`src/rtl/reg_file_sb.sv`:
```
// GPR file with two combinational read ports, one write port, optional write-to-read
// bypass, a zeroing init sweep after reset and a per-register busy scoreboard.
module reg_file_sb #(
  parameter int unsigned REG_FILE_BITS = 5,
  parameter int unsigned REG_FILE_SIZE = 32,
  parameter int unsigned REG_SIZE      = 64,
  parameter bit          BYPASS        = 1'b1
) (
  input  logic                     clk,
  input  logic                     rst,
  output logic                     ready,
  input  logic [REG_FILE_BITS-1:0] read_num1,
  input  logic [REG_FILE_BITS-1:0] read_num2,
  output logic [REG_SIZE-1:0]      out_reg1,
  output logic [REG_SIZE-1:0]      out_reg2,
  output logic                     pending1,
  output logic                     pending2,
  input  logic                     we,
  input  logic [REG_FILE_BITS-1:0] write_num,
  input  logic [REG_SIZE-1:0]      in_value,
  input  logic                     issue_valid,
  input  logic [REG_FILE_BITS-1:0] issue_rd,
  input  logic                     flush,
  output logic [REG_FILE_BITS:0]   busy_cnt
);

  localparam int unsigned CNT_W = REG_FILE_BITS + 1;
  localparam int unsigned IDX_W = (REG_FILE_SIZE > 1) ? $clog2(REG_FILE_SIZE) : 1;
  localparam logic [CNT_W-1:0]         SIZE_W   = CNT_W'(REG_FILE_SIZE);
  localparam logic [REG_FILE_BITS-1:0] LAST_IDX = REG_FILE_BITS'(REG_FILE_SIZE - 1);

  typedef enum logic {ST_INIT = 1'b0, ST_RUN = 1'b1} state_e;

  state_e                   state_q, state_d;
  logic                     sweep_we, run;
  logic [REG_FILE_BITS-1:0] sweep_q, sweep_d;
  logic [REG_FILE_SIZE-1:0] busy_q, busy_d;
  logic [CNT_W-1:0]         busy_cnt_q, busy_cnt_d;
  logic [REG_SIZE-1:0]      mem_q [REG_FILE_SIZE];

  // Register 0 and indices beyond the file never hold state.
  function automatic logic idx_ok(input logic [REG_FILE_BITS-1:0] n);
    return (n != '0) && ({1'b0, n} < SIZE_W);
  endfunction

  always_ff @(posedge clk or posedge rst) begin
    if (rst) state_q <= ST_INIT;
    else     state_q <= state_d;
  end

  always_comb begin
    state_d = state_q;
    if (state_q == ST_INIT && sweep_q == LAST_IDX) state_d = ST_RUN;
  end

  always_comb begin
    sweep_we = 1'b0;
    run      = 1'b0;
    case (state_q)
      ST_INIT: sweep_we = 1'b1;
      ST_RUN:  run      = 1'b1;
      default: ;
    endcase
  end

  assign ready = run;

  // Sweep starts at 1: register 0 is hardwired and needs no clearing.
  assign sweep_d = sweep_we ? sweep_q + REG_FILE_BITS'(1) : sweep_q;

  always_ff @(posedge clk or posedge rst) begin
    if (rst) sweep_q <= REG_FILE_BITS'(1);
    else     sweep_q <= sweep_d;
  end

  logic             wr_ok, iss_ok, flush_ok;
  logic [IDX_W-1:0] wr_idx, iss_idx;
  logic             set_new, clr_old;

  assign wr_ok    = run && we && idx_ok(write_num);
  assign iss_ok   = run && issue_valid && idx_ok(issue_rd);
  assign flush_ok = run && flush;
  assign wr_idx   = IDX_W'(write_num);
  assign iss_idx  = IDX_W'(issue_rd);

  always_ff @(posedge clk) begin
    if (sweep_we)   mem_q[IDX_W'(sweep_q)] <= '0;
    else if (wr_ok) mem_q[wr_idx]          <= in_value;
  end

  // Count moves only on real 0->1 / 1->0 transitions; a same-register issue wins over the clear.
  assign set_new = iss_ok && !busy_q[iss_idx];
  assign clr_old = wr_ok && busy_q[wr_idx] && !(iss_ok && iss_idx == wr_idx);

  always_comb begin
    busy_d     = busy_q;
    busy_cnt_d = busy_cnt_q;
    if (flush_ok) begin
      busy_d     = '0;
      busy_cnt_d = '0;
    end else begin
      if (wr_ok)  busy_d[wr_idx]  = 1'b0;
      if (iss_ok) busy_d[iss_idx] = 1'b1;
      busy_cnt_d = busy_cnt_q + CNT_W'(set_new) - CNT_W'(clr_old);
    end
  end

  always_ff @(posedge clk or posedge rst) begin
    if (rst) begin
      busy_q     <= '0;
      busy_cnt_q <= '0;
    end else begin
      busy_q     <= busy_d;
      busy_cnt_q <= busy_cnt_d;
    end
  end

  assign busy_cnt = busy_cnt_q;

  logic             rd1_ok, rd2_ok, byp1, byp2;
  logic [IDX_W-1:0] rd1_idx, rd2_idx;

  assign rd1_ok  = run && idx_ok(read_num1);
  assign rd2_ok  = run && idx_ok(read_num2);
  assign rd1_idx = IDX_W'(read_num1);
  assign rd2_idx = IDX_W'(read_num2);
  assign byp1    = BYPASS && we && (write_num == read_num1);
  assign byp2    = BYPASS && we && (write_num == read_num2);

  always_comb begin
    out_reg1 = '0;
    out_reg2 = '0;
    if (rd1_ok) out_reg1 = byp1 ? in_value : mem_q[rd1_idx];
    if (rd2_ok) out_reg2 = byp2 ? in_value : mem_q[rd2_idx];
  end

  assign pending1 = rd1_ok && busy_q[rd1_idx] && !byp1;
  assign pending2 = rd2_ok && busy_q[rd2_idx] && !byp2;

endmodule

```
`config.mk`:
```
export PLATFORM = sky130hd
export DESIGN_NAME = reg_file_sb
export DESIGN_NICKNAME = d
export VERILOG_FILES = /design/src/rtl/reg_file_sb.sv
export SDC_FILE = /design/constraint.sdc
export NUM_CORES = 2
export LEC_CHECK = 0
export CORE_MARGIN = 2
export CORE_UTILIZATION = 50
export CTS_BUF_LIST = sky130_fd_sc_hd__clkbuf_16
export DETAILED_ROUTE_END_ITERATION = 8
export DONT_BUFFER_PORTS = 1
export PLACE_DENSITY = 0.66
export SLEW_MARGIN = 30
export SYNTH_ARGS = -nofsm -noshare
export SYNTH_HDL_FRONTEND = slang
export SYNTH_SLANG_ARGS = --single-unit
export TNS_END_PERCENT = 1
```
`constraint.sdc`:
```
create_clock -name clk -period 6.4 [get_ports clk]
set_clock_uncertainty 0.2 [all_clocks]
set_input_delay 1.28 -clock clk [delete_from_list [all_inputs] [get_ports clk]]
set_output_delay 1.28 -clock clk [all_outputs]
set_load 0.1 [all_outputs]
```
==> summary.txt <==
Global route
  – Initial antenna violation count: 9
  – Global-route wire length before repair: around 470000 um
  – Total grt overflow: 0
  – Met3 usage: 0.0619
  – Largest net degree at the start of global routing: 714
  – Busiest grt layer: met2
  – GRT Total Usage: 0.324
  – Met1 Usage GRT: 0.427
  – Vias in the first global route: approximately 63000
  – Met2 Resource Use GR: 0.511

Clock network
  – Cts repair resizes: 0
  – Root Buffer: clkbuf_16
  – Worst skew pair latency: 860 ps
  – CTS max path bufs: 3
  – Clock tree sinks: roughly 2100
  – H-tree depth: 4
  – TritonCTS clock tree: done
  – Post-CTS Setup Bufs: 0
  – Clk slew on worst S/H paths: ~60 ps
  – CTS Hold Bufs: 0
  – Total CTS buffers: between 200 and 250

Synth
  – Synth Cell Area: roughly 100000 sq um
  – Mean Syn Cell Area: 17.3 sq um
  – Post-synth top area cell: edfxtp_1
  – Ys Warns: 0
  – Synth top area share: 0.613
  – Mapped Nets: between 5000 and 6000
  – Sequential element share of the synthesized area: 0.624
  – Cells after synthesis: approximately 5800
  – FFs w/ async S/R, synth: 0.0210
  – Post-synth EDFFs: between 2000 and 2500
  – Yosys cell types: 69
  – Yosys reg bits: ~2100
  – Top cells by area, synth: edfxtp_1 61%, mux4_2 15%, mux2i_1 7.7%
  – Post-synth top flop: edfxtp_1

Finish
  – Share of cells above drive strength 1: 0.246
  – # nets final: between 5000 and 6000
  – Most common cell after layout, fill and taps aside: edfxtp_1
  – Area growth, synth to finish: 12.0%
  – Fill count: 15000
  – Commonest cells after routing, fill and taps aside: 2048 x edfxtp_1, 770 x mux2i_1, 687 x mux4_2, 227 x a221oi_1, 220 x clkbuf_16
  – Finished Cell Area: 112000 sq um

Power
  – Final total power: about 30000 uW
  – Cell Pwr Density: 269 nW/um^2
  – Leakage: around 0.04 uW
  – Pint: approximately 23000 uW
  – Combinational power share: 0.115
  – Clock Power Share: 0.383
  – Sequential Power Share: 0.501
  – Worst VDD drop: about 0.30 mV
  – Psw: between 7000 and 8000 uW
  – Switching share of power: 0.253

Floorplanning
  – CORE AREA: 200000 sq um
  – Die height: between 400 and 500 um
  – Die X: 452 um
  – Initial core utilization: 0.503
  – Total number of placement rows: 164
  – Top-level I/O count: 226
  – Die area: 204000 sq um

Routing
  – ANT nets after route: 0
  – Routed WL per cell: between 30 and 40 um
  – Total vias in the final route: roughly 64000
  – Residual DRC count: 0
  – Number of vias per cell: between 7 and 8
  – First-pass DRT Iterations: 8
  – Drt total wl: 338000 um
  – Initial drt markers: between 9000 and 10000

Setup path
  – CP Cell Sequence: and2_4, buf_12, a221oi_2, o21ai_1, a211oi_1, a221o_1, buf_12
  – Critical Path AT: between 5000 and 6000 ps
  – Crit path max fanout: 330
  – WP data required: approximately 4900 ps
  – Crit-path slowest cell: and2_4
  – Crit end category: output port
  – Bufs and invs on worst path: 2
  – CP Class: input port to output port
  – CP max stage delay: 990 ps
  – FF-to-FF setup slack: around 2600 ps
  – Top cell family by delay on the critical path: compound AO/OA/AOI/OAI gates
  – Most used cell, CP: buf_12
  – Crit path launch type: input port

STA
  – Actual slew at the worst max-slew pin: 2260 ps
  – Setup ws final: -458 ps
  – Max frequency: 146 MHz
  – Setup violators final: 35
  – Fin crit period: 6860 ps
  – Unrepaired setup endpoints after global routing: true
  – Relative slew slack: -0.504
  – Final Hold Fails: 0
  – Slew Limit Fails: between 150 and 200
  – Final period utilization: 1.07

Worst hold path
  – HP Class: input port to asynchronous set/reset pin

Run status
  – Violations in the final reports: slew limit, setup timing
  – Status: complete, but fails checks

Place
  – I/O Buffers: 0
  – Placed instance area: about 110000 sq um
  – Routability cong.: 0.871
  – Placed wire-length estimate: roughly 170000 um

Job
  – MaxCap Viol Count: 0
==> cells in the mapped netlist, types with 8 or more instances <==
cell,n
a211o_1,69
mux2_2,13
a221o_1,125
xnor2_1,19
and3_1,9
clkbuf_1,214
a31oi_1,25
a221oi_1,230
buf_4,79
and2_1,70
nand2_1,71
a221oi_2,25
o21ai_0,108
nor2_1,68
nand2b_1,44
inv_1,20
o32a_1,15
nand3_1,17
nor2b_1,36
mux2i_1,770
o21ai_1,70
a21oi_1,187
edfxtp_1,2048
buf_6,42
nor3_1,162
buf_2,107
buf_1,56
o22ai_1,47
a22oi_1,111
a211oi_1,68
mux4_2,687
dfrtp_1,43
o21a_1,15
o221ai_1,35
ha_1,8
==> routing by layer <==
metal	vias up	part of all wire	routed length, um
li1	24800	-	-
met1	33200	0.36	121000
met2	4749	0.47	158000
met3	966	0.11	38500
met4	4	0.061	20600
met5	-	0.000080	27
==> final timing paths <==
check,start,endpoint,cells past startpoint
max,read_num2[1],out_reg2[26],7
min,rst,busy_cnt[1],1
max reg2reg,state_q,mem_q[31][40],5
min reg2reg,sweep_q[0],sweep_q[0],1
max in group asynchronous,rst,state_q,2
min in group clk,sweep_q[0],sweep_q[0],1
==> metrics by stage <==
step	util	instances	hold WS (ps)	TNS (ps)	setup WS [ps]
floorplan	-	5790	298	0	215
global placement	0.526	8234	315	0	890
detailed placement	0.527	8240	341	0	902
CTS	0.558	8614	0.821	0	897
global route	0.563	8654	35.0	-164	-55.6
finish	0.563	8656	42.3	-4870	-458
==> kinds of logic (layout without fill, tap and decap cells) <==
family,count (synthesis),in the layout,share of synthesized area
adders and majority gates,9,9,0.00120
and+or+nand+nor,505,505,0.0259
muxes,1470,1470,0.232
DFF,2092,2092,0.624
other,0,15,0
AOI/OAI and AO/OA,1169,1169,0.0875
xor gates and xnor gates,22,22,0.00192
buffers and inverters,523,718,0.0272
==> layout make-up <==
class	count	area, sq um	share of cell area
diodes	15	37.5	0.000334
clock buffers	209	5230	0.0465
clock inverters	165	1110	0.00987
inverters	23	104	0.000924
multi-input cells	3175	35600	0.317
flip-flops and latches	2092	62600	0.557
well taps	2656	3320	0.0296
repair buffers	321	4360	0.0388
==> sequential cells by signal, indices dropped and copies added, names as in the netlist <==
signal and cells:
state_q 1, sweep_q 5, mem_q 2048, busy_q 32
busy_cnt 6
==> power groups by stage <==
stage,Sequential (uW),Combinational (uW),Clock (uW)
2_1_floorplan,15500,2450,0
3_3_place_gp,15500,3070,0
3_5_place_dp,15500,3100,0
4_1_cts,15200,3110,11700
5_1_grt,15200,3580,12200
6_report,15200,3490,11600
Note: power is estimated with default switching activity, not from simulation.
